[config.mk]
export PLATFORM = sky130hd
export DESIGN_NAME = dzcpu_ucode_seq
export DESIGN_NICKNAME = d
export VERILOG_FILES = /design/src/rtl/dzcpu_defs_pkg.sv /design/src/rtl/dzcpu_int_arbiter.sv /design/src/rtl/dzcpu_ucode_seq.sv
export SDC_FILE = /design/constraint.sdc
export NUM_CORES = 1
export LEC_CHECK = 0
export BUFFER_PORTS_ARGS = -buffer_cell sky130_fd_sc_hd__buf_2
export CORE_ASPECT_RATIO = 1.5
export CORE_MARGIN = 8
export CORE_UTILIZATION = 35
export CTS_CLUSTER_DIAMETER = 30
export DETAILED_ROUTE_END_ITERATION = 10
export PLACE_DENSITY = 0.79
export SLEW_MARGIN = 20
export SYNTH_ARGS = -nofsm -noshare
export SYNTH_HDL_FRONTEND = slang
export SYNTH_HIERARCHICAL = 1
export SYNTH_SLANG_ARGS = --single-unit
[constraint.sdc]
create_clock -name iClock -period 2.9 [get_ports iClock]
set_input_delay 0.29 -clock iClock [delete_from_list [all_inputs] [get_ports iClock]]
set_output_delay 0.29 -clock iClock [all_outputs]
set_load 0.005 [all_outputs]
[src/rtl/dzcpu_defs_pkg.sv]
// Shared definitions for the dzcpu micro-sequencer: state encoding,
// interrupt vector base, interrupt source bit positions, and interrupt flow id.
package dzcpu_defs;

   typedef enum logic [1:0] {
      ST_FETCH = 2'd0,
      ST_EXEC  = 2'd1,
      ST_INT   = 2'd2
   } seq_state_e;

   localparam logic [7:0] INT_VEC_BASE = 8'h40;
   localparam logic [7:0] FLOW_ID_INT  = 8'd167;

   localparam int unsigned INT_SRC_VBLANK  = 0;
   localparam int unsigned INT_SRC_LCDSTAT = 1;
   localparam int unsigned INT_SRC_TIMER   = 2;
   localparam int unsigned INT_SRC_SERIAL  = 3;
   localparam int unsigned INT_SRC_JOYPAD  = 4;

   // Vector low byte for interrupt source n: 0x40 + 8*n
   function automatic logic [7:0] int_vector(input logic [2:0] n);
      return INT_VEC_BASE + {2'b00, n, 3'b000};
   endfunction

endpackage

[src/rtl/dzcpu_int_arbiter.sv]
// Fixed-priority interrupt arbiter: the lowest pending source wins.
// The acknowledge is a one-cycle registered pulse; the vector is held until the next dispatch.
module dzcpu_int_arbiter
   import dzcpu_defs::*;
#(
   parameter int unsigned NUM_INT = 5
) (
   input  logic               iClock,
   input  logic               iReset_n,
   input  logic [NUM_INT-1:0] iPending,
   input  logic               iDispatch,
   output logic               oAny,
   output logic [NUM_INT-1:0] oIntAck,
   output logic [7:0]         oIntVector
);

   logic [NUM_INT-1:0] pick_oh;
   logic [2:0]         pick_idx;
   logic [NUM_INT-1:0] ack_q, ack_d;
   logic [7:0]         vec_q, vec_d;

   assign oAny = |iPending;

   // Priority pick: scan from the highest source down so the lowest set bit is kept last
   always_comb begin
      pick_oh  = '0;
      pick_idx = '0;
      for (int unsigned i = NUM_INT; i > 0; i--) begin
         if (iPending[i-1]) begin
            pick_oh        = '0;
            pick_oh[i-1]   = 1'b1;
            pick_idx       = 3'(i - 1);
         end
      end
   end

   // Ack pulses only on a dispatch cycle; vector is updated on dispatch and otherwise held
   always_comb begin
      ack_d = '0;
      vec_d = vec_q;
      if (iDispatch) begin
         ack_d = pick_oh;
         vec_d = int_vector(pick_idx);
      end
   end

   // Ack/vector registers
   always_ff @(posedge iClock or negedge iReset_n) begin
      if (!iReset_n) begin
         ack_q <= '0;
         vec_q <= '0;
      end else begin
         ack_q <= ack_d;
         vec_q <= vec_d;
      end
   end

   assign oIntAck    = ack_q;
   assign oIntVector = vec_q;

endmodule

[src/rtl/dzcpu_ucode_seq.sv]
// Micro-program sequencer for the dzcpu core: owns the uPC addressing the ucode ROM,
// loads flow entry points from the opcode/CB LUTs, and resolves end-of-flow.
// Interrupt dispatch (INT state, arbiter, IME) is built only when DZCPU_INT_EN is defined.
module dzcpu_ucode_seq
   import dzcpu_defs::*;
#(
   parameter int unsigned          UPC_W        = 8,
   parameter logic [UPC_W-1:0]     INT_FLOW_IDX = UPC_W'(FLOW_ID_INT),
   parameter int unsigned          NUM_INT      = 5
) (
   input  logic               iClock,
   input  logic               iReset_n,
   input  logic               iMopValid,
   input  logic [UPC_W-1:0]   iLutIdx,
   input  logic [UPC_W-1:0]   iCbLutIdx,
   input  logic               iStall,
   input  logic               iEof,
   input  logic               iEofZ,
   input  logic               iEofNz,
   input  logic               iJcb,
   input  logic               iFlagZ,
   input  logic               iEi,
   input  logic               iDi,
   input  logic [NUM_INT-1:0] iIE,
   input  logic [NUM_INT-1:0] iIF,
   output logic [UPC_W-1:0]   oUopAddr,
   output logic               oFetchReq,
   output logic [NUM_INT-1:0] oIntAck,
   output logic [7:0]         oIntVector,
   output logic               oIme
);

   seq_state_e       state_q, state_d;
   logic [UPC_W-1:0] upc_q, upc_d;
   logic             flow_end;

   assign flow_end = iEof | (iEofZ & iFlagZ) | (iEofNz & ~iFlagZ);

`ifdef DZCPU_INT_EN
   logic dispatch;
   logic int_any;
   logic ime_q, ime_d;

   dzcpu_int_arbiter #(
      .NUM_INT (NUM_INT)
   ) u_int_arbiter (
      .iClock     (iClock),
      .iReset_n   (iReset_n),
      .iPending   (iIE & iIF),
      .iDispatch  (dispatch),
      .oAny       (int_any),
      .oIntAck    (oIntAck),
      .oIntVector (oIntVector)
   );

   // IME: EI sets, DI overrides EI, dispatch clears; updates even while stalled
   always_comb begin
      ime_d = ime_q;
      if (iEi)      ime_d = 1'b1;
      if (iDi)      ime_d = 1'b0;
      if (dispatch) ime_d = 1'b0;
   end

   // IME register
   always_ff @(posedge iClock or negedge iReset_n) begin
      if (!iReset_n) ime_q <= 1'b0;
      else           ime_q <= ime_d;
   end

   assign oIme = ime_q;
`else
   logic unused_int_inputs;
   assign unused_int_inputs = ^{iEi, iDi, iIE, iIF};
   assign oIntAck    = '0;
   assign oIntVector = '0;
   assign oIme       = 1'b0;
`endif

   // Next-state and next-uPC; stall freezes both
   always_comb begin
      state_d = state_q;
      upc_d   = upc_q;
`ifdef DZCPU_INT_EN
      dispatch = 1'b0;
`endif
      if (!iStall) begin
         case (state_q)
            ST_FETCH: begin
               if (iMopValid) begin
                  upc_d   = iLutIdx;
                  state_d = ST_EXEC;
               end
            end
            ST_EXEC: begin
               if (flow_end) begin
`ifdef DZCPU_INT_EN
                  if (ime_q && int_any) begin
                     state_d = ST_INT;
                  end else begin
                     state_d = ST_FETCH;
                     upc_d   = '0;
                  end
`else
                  state_d = ST_FETCH;
                  upc_d   = '0;
`endif
               end else if (iJcb) begin
                  upc_d = iCbLutIdx;
               end else begin
                  upc_d = upc_q + UPC_W'(1);
               end
            end
            default: begin
               // Pending set may have been cleared by software since the boundary
`ifdef DZCPU_INT_EN
               if (int_any) begin
                  dispatch = 1'b1;
                  upc_d    = INT_FLOW_IDX;
                  state_d  = ST_EXEC;
               end else begin
                  state_d = ST_FETCH;
                  upc_d   = '0;
               end
`else
               state_d = ST_FETCH;
               upc_d   = '0;
`endif
            end
         endcase
      end
   end

   // State and uPC registers
   always_ff @(posedge iClock or negedge iReset_n) begin
      if (!iReset_n) begin
         state_q <= ST_FETCH;
         upc_q   <= '0;
      end else begin
         state_q <= state_d;
         upc_q   <= upc_d;
      end
   end

   assign oUopAddr  = upc_q;
   assign oFetchReq = (state_q == ST_FETCH);

endmodule

==> metrics.md, run 1 <==
| Metric | Value |
|---|---|
| Largest net degree at the start of global routing | 16 |
| Met3 Resource Use GR | 3.061% |
| Share of the synthesized area in the top cell type | 29.95% |
| Gate count of the mapped netlist | 87 |
| PortBufs | 33 |
| Drc violations | 0 |
| Vias in the first global route | 735 |
| GRT met2 Usage | approximately 17% |
| Nets | between 150 and 200 |
| Fmax | 0.6526 GHz |
| Worst-Skew Late Latency | between 200 and 300 ps |
| Number of buffers created by CTS | 3 |
| Clock tree buffer depth | 2 |
| Leakage | approximately 0.45 nW |
| Register bit total from synthesis | 9 |
| First-pass GRT wire length | between 3 and 4 mm |
| WP data arrival | 1710 ps |
| Mean Syn Cell Area | ~8.6 um^2 |
| Reg area | 225.2 um^2 |
| Remaining Overflow, GRT | 0 |
| Root Buffer | clkbuf_4 |
| Met1 Track Usage GR | 11.83% |
| Fin. max-slew vios | 0 |
| Startpoint class of the critical path | register |
| Seq/Total Area, Yosys | 29.95% |
| Top-count cell post-synth | buf_4 |
| Ant diodes | 0 |
| Dominant cells by area after synthesis | dfrtp_1, buf_4, o21ai_0 |
| Per-cell routed wire length | 13.99 um |
| H-tree depth | 1 |
| Rows | 20 |
| Via count | between 700 and 800 |
| Warning count from the yosys run | 6 |
| Status | complete, no violations |
| Clock-pin slew on the worst setup and hold paths | 60 ps |
| Multi-input gate area | 454.2 um^2 |
| Synth async-reset ratio | 100.0% |
| CTS resizes | 0 |
| PwrDens | about 610 mW/mm^2 |
| Worst endpoint required time | between 3000 and 4000 ps |
| Top Ports | 60 |
| Setup violations, final | 0 |
| RePlAce Congestion | around 0.77 |
| GRT Total Usage | 10.58% |
| Initial antenna violation count | 0 |
| Initial drt markers | 11 |
| Clock Skew | 2.813 ps |
| Fillcell total | 215 |
| Unrepaired setup endpoints after global routing | false |
| Post-Syn Area | approximately 750 um^2 |
| Layout cells sized above 1 | ~37% |
| Commonest cells in the netlist | buf_4, o21ai_0, dfrtp_1, nand2_1, nor3_1 |
| Critical path capture point type | register |
| Ys flop type | dfrtp_1 |
| Fin crit period | ~1500 ps |
| Gr busiest metal | met2 |
| Crit-path cells | inv_2 > a2111oi_4 > nand2_2 > o31ai_2 |
| CP max FO | 8 |
| Worst stage delay on the critical path | about 450 ps |
| Post-DRT Antenna Nets | 0 |
| Worst hold-check path type | input pin to register |
| Placed cells | 140 |
| WHS | 257.4 ps |
| Final worst-path cycle share | 52.84% |
| Yosys top cell by area | dfrtp_1 |
| CTS tree | built |
| Initial core utilization | 37.10% |
| Drt total wl | 2.028 mm |
| Total power | 564.2 uW |
| Fin cells | ~150 |
| Sum of negative setup slack | 0 ps |
| DR vias/cell | 4.959 |
| Clock Sink Count | 9 |
| Hpwl dp | 1.669 mm |
| Slowest cell on the critical path | a2111oi_4 |
| Maximum VDD drop | 0.3213 mV |
| Die X | 53.85 um |
| DR pass1 iterations | 4 |
| Maximum Capacitance Violations | 0 |
| Final hold vios | 0 |
| Post-synth cell types | 31 |
| EDFF count, synth | 0 |
| Core Box Area | 0.002027 mm^2 |
| Area grow syn2layout | 22.80% |
| DIE HEIGHT | 72.77 um |
| Die Footprint | 0.003918 mm^2 |
| Critical path class | register to register |
[power by group]
part           switching [mW]  internal, mW
sequential             0.0608         0.168
clock                  0.0443        0.0531
combinational           0.119         0.120
total                   0.224         0.341
[kinds of logic after synthesis]
group	after synthesis	share of synthesized area (%)
flip-flops	9	29.95
AO/OA/AOI/OAI	28	27.95
XOR/XNOR	3	3.495
buffers and inverters	18	16.14
AND/OR/NAND/NOR	24	16.14
adder cells (fa/ha/maj)	1	1.664
multiplexers	3	4.160
other	1	0.4987
[state kept, by name, summed over array words and instances, names as in the netlist]
| name | count |
|---|---|
| oUopAddr | 8 |
| state_q | 1 |
[path summary, 6_finish.rpt]
check                                        start                       to  slack, ps  depth (start not counted)
max in group asynchronous                 iReset_n  oUopAddr[0]$_DFFE_PN0P_       2300                          2
hold / removal                              iStall   state_q[0]$_DFFE_PN0P_        260                          2
setup / recovery            state_q[0]$_DFFE_PN0P_  oUopAddr[6]$_DFFE_PN0P_       1370                          4
hold reg to reg            oUopAddr[1]$_DFFE_PN0P_  oUopAddr[1]$_DFFE_PN0P_        560                          2
setup reg to reg            state_q[0]$_DFFE_PN0P_  oUopAddr[6]$_DFFE_PN0P_       1370                          4
min in group asynchronous                 iReset_n  oUopAddr[3]$_DFFE_PN0P_        420                          2
[critical path, delay by kind of cell (launching register included)]
family,cells,cell delay [ps]
buffers and inverters,1,130
DFF,1,440
and+or+nand+nor,1,170
AOI/OAI and AO/OA,2,700
[through the flow]
stage	instance area (um^2)	worst slack, ps	util (%)
5_1_grt	923.4	1267	45.56
2_1_floorplan	800.8	1532	-
3_3_place_gp	887.1	1411	43.77
3_5_place_dp	887.1	1352	43.77
6_report	923.4	1368	45.56
4_1_cts	923.4	1341	45.56
[final cells by class]
| class | instances | area share (%) |
|---|---|---|
| clock buffer | 4 | 2.846 |
| inverter | 2 | 0.8130 |
| multi-input combinational | 73 | 49.19 |
| sequential | 9 | 24.39 |
| tap | 22 | 2.981 |
| timing repair buffer | 35 | 19.78 |
[per-layer routing]
metal | wire length [um] | share of wire (%)
met1 | 740 | 36
met2 | 1062 | 52
met3 | 203 | 10
met4 | 22 | 1.1
met5 | 0 | 0
[repair_timing]
item	4_1_cts	5_1_grt
buffers inserted	0	0
endpoints found under the setup margin	0	0
hold buffers	1	0
hold endpoints to repair	9	0
[cells in the final DEF (no fill, tap or decap), drive strengths merged]
cell type,instances
buf,34
conb,14
o21ai,11
dfrtp,9
nand2,9
nor3,4
clkbuf,4
nand3,3
nor2b,3
xnor2,3
a21o,3
a22oi,3
o31ai,3
o21a,2
nor3b,2
a21oi,2
mux2i,2
inv,2
a2111oi,1
o21bai,1
o31a,1
nor4,1
nand2b,1
nor2,1
a211o,1
mux2,1
ha,1
dlygate4sd3,1
Power figures use the tool's default switching activity.
==> run 2: changes to the inputs <==
Settings changed: ABC_AREA set to 1, PLACE_DENSITY 0.79 to 0.81.
Clock period 2.9 ns to 1.3 ns, I/O delays scaled along.
==> run 2 against run 1 <==
Routed wire length grew 6.6%; clock skew shrank 1.9 ps; first-iteration DRC count grew 18%; non-clock buffer count grew 3; clock power grew 120%; area after synthesis grew 4.5%; register-to-register slack lost 1300 ps; sequential power grew 110%; clock-buffer cell count is the same; global-route usage grew 0.31 points; core utilization shrank 1.0 points; critical path type unchanged; largest power group unchanged.
==> metrics.md, run 2 <==
| Metric | Value |
|---|---|
| Status | complete, no violations |
| Largest net degree at the start of global routing | 14 |
| Commonest cells in the netlist | nand2_1, nor2_1, a21oi_1, buf_4, inv_1 |
| WHS Path Cells | 3 |
| Critical path class | register to register |
| Min-delay src | iStall |
| Startpoint class of the critical path | register |
| Clock power frac | 15.8% |
| FF-to-FF Start | oUopAddr[0]$_DFFE_PN0P_ |
| Clock tree buffer depth | 2 |
| Worst Slack Setup Final | 65.96 ps |
| DR pass1 iterations | 4 |
| Int Pwr | 786.4 uW |
| Setup WS pre-CTS | 84.53 ps |
| Clock Skew | 0.8999 ps |
| PwrDens | 1400 mW/mm^2 |
| Cell area after layout | 970.9 um^2 |
| Fin crit period | 1234 ps |
| Sw Ratio | 42.14% |
| Via count | 815 |
| Max FFs per register | 8 |
| Fmax | 0.8103 GHz |
| CP max FO | 3 |
| Area grow syn2layout | 23.57% |
| Gate count of the mapped netlist | 119 |
| Maximum VDD drop | 0.6531 mV |
| Setup violations, final | 0 |
| Nets | just under 200 |
| Mean Syn Cell Area | about 6.6 um^2 |
| Sum of negative setup slack | 0 ps |
| Rows | 21 |
| Comb pwr share | 48.3% |
| Warning count from the yosys run | 6 |
| Die Footprint | 0.004048 mm^2 |
| Post-Syn Area | roughly 790 um^2 |
| Fin. max-slew vios | 0 |
| Post-CTS setup buffer count | 0 |
| Worst-Skew Late Latency | 260 ps |
| Post-synth cell types | 18 |
| Initial core utilization | 36.03% |
| R2R cell count | 6 |
| Ys flop type | dfrtp_1 |
| Commonest non-fill, non-tap cells in the layout | buf_2, nand2_1, nor2_1 |
| Fillcell total | 237 |
| Reg power frac | 35.9% |
| Clock Sink Count | 9 |
| Sw power | 572.7 uW |
| Reg-to-Reg End | oUopAddr[4]$_DFFE_PN0P_ |
| Drc violations | 0 |
| Multi-input gate area | 436.7 um^2 |
| Die X | 54.69 um |
| Worst endpoint required time | 1450 ps |
| Yosys top cell by area | dfrtp_1 |
| DIE HEIGHT | 74.03 um |
| CTS tree | built |
| Top-count cell post-synth | nand2_1 |
| Root Buffer | clkbuf_4 |
| Worst R2R Setup Slack | 70 ps |
| Per-cell routed wire length | 11.94 um |
| DR vias/cell | 4.503 |
| Unrepaired setup endpoints after global routing | false |
| First-pass GRT wire length | roughly 3.3 mm |
| Ant diodes | 0 |
| Final worst-path cycle share | 94.93% |
| Critical path capture point type | register |
| Seq/Total Area, Yosys | 28.66% |
| Layout cells sized above 1 | 28.48% |
| EDFF count, synth | 0 |
| Dominant cells by area after synthesis | dfrtp_1, buf_4, nand2_1 |
| Maximum Capacitance Violations | 0 |
| Share of the synthesized area in the top cell type | between 20% and 30% |
| Post-DRT Antenna Nets | 0 |
| Number of buffers created by CTS | 3 |
| Reg area | ~230 um^2 |
| Register bit total from synthesis | 9 |
| RePlAce Congestion | 0.8544 |
| Leakage | 0.5400 nW |
| H-tree depth | 1 |
| WP data arrival | 1380 ps |
| Core Box Area | ~0.0022 mm^2 |
| Remaining Overflow, GRT | 0 |
| GRT Total Usage | about 11% |
| Drt total wl | 2.161 mm |
| Initial antenna violation count | 0 |
| Vias in the first global route | around 830 |
| Placed Area | 934.6 um^2 |
| Synth async-reset ratio | 100.0% |
| Worst hold-check path type | input pin to register |
| PortBufs | 33 |
| Commonest non-fill, non-tap cell in the layout | buf_2 |
| Hpwl dp | 1.844 mm |
| Initial drt markers | 13 |
| Worst hold path endpoint | state_q[0]$_DFFE_PN0P_ |
| Final hold vios | 0 |
| Clock-pin slew on the worst setup and hold paths | roughly 60 ps |
| Top Ports | 60 |
==> run 2: layout make-up <==
cell class	instances	share of cell area [%]
Timing Repair Buffer	38	21.13
Tap cell	23	2.964
Inverter	13	5.026
Sequential cell	9	23.20
Clock buffer	4	2.706
Multi-Input combinational cell	94	44.97
==> run 2: worst max-delay path by stage <==
stage                                    endpoint  slack, ps               startpoint
after floorplan           oUopAddr[4]$_DFFE_PN0P_        150  oUopAddr[0]$_DFFE_PN0P_
after global placement    oUopAddr[4]$_DFFE_PN0P_        110  oUopAddr[0]$_DFFE_PN0P_
after detailed placement  oUopAddr[4]$_DFFE_PN0P_         80  oUopAddr[0]$_DFFE_PN0P_
after CTS                 oUopAddr[4]$_DFFE_PN0P_         60  oUopAddr[0]$_DFFE_PN0P_
after global routing      oUopAddr[6]$_DFFE_PN0P_          8  oUopAddr[0]$_DFFE_PN0P_
final                     oUopAddr[4]$_DFFE_PN0P_         70  oUopAddr[0]$_DFFE_PN0P_
==> run 2: through the flow <==
| step | hold slack, ps | std cells | utilization, % | power [mW] |
|---|---|---|---|---|
| after global routing | 107.0 | 181 | 44.52 | 1.492 |
| after global placement | -10.07 | 176 | 42.86 | 1.130 |
| after detailed placement | -4.980 | 176 | 42.86 | 1.148 |
| after floorplan | -165.6 | 132 | - | 0.9013 |
| final | 107.7 | 181 | 44.52 | 1.359 |
| after CTS | 99.69 | 181 | 44.52 | 1.376 |
==> run 2: power groups by stage <==
stage          clock network (mW)  registers, mW  logic, mW
6_report                    0.215          0.489      0.656
5_1_grt                     0.241          0.505      0.746
4_1_cts                     0.226          0.488      0.662
3_5_place_dp                    0          0.492      0.655
3_3_place_gp                    0          0.490      0.640
2_1_floorplan                   0          0.503      0.398
==> run 2: timing repair <==
item                                    CTS  global route
endpoints found under the hold margin     9             0
hold buffers                              1             0
resized for setup                         0             1
endpoints found under the setup margin    0             1
==> run 2: cells by family after synthesis <==
| family | Yosys count | share of synthesized area, % |
|---|---|---|
| other | 1 | 0.4772 |
| AND/OR/NAND/NOR | 54 | 29.46 |
| flip-flops | 9 | 28.66 |
| buffers and inverters | 29 | 21.98 |
| XOR/XNOR | 1 | 1.115 |
| adder cells (fa/ha/maj) | 1 | 1.592 |
| AO/OA/AOI/OAI | 24 | 16.72 |
==> run 2: layer usage <==
metal  vias up  track usage (%)  share of wire, %
li1        432                -                 -
met1       354            9.557                35
met2        22            20.73                55
met3         7            2.000               6.8
met4         0            6.868               3.0
met5         -                0                 0
==> run 2: critical path: stages (launching register included) <==
cell and delay, ps:
dfrtp_1 380, ha_1 230, nand3_1 150, xor2_1 160, nand2_1 60, nand2_1 80
a21oi_1 60
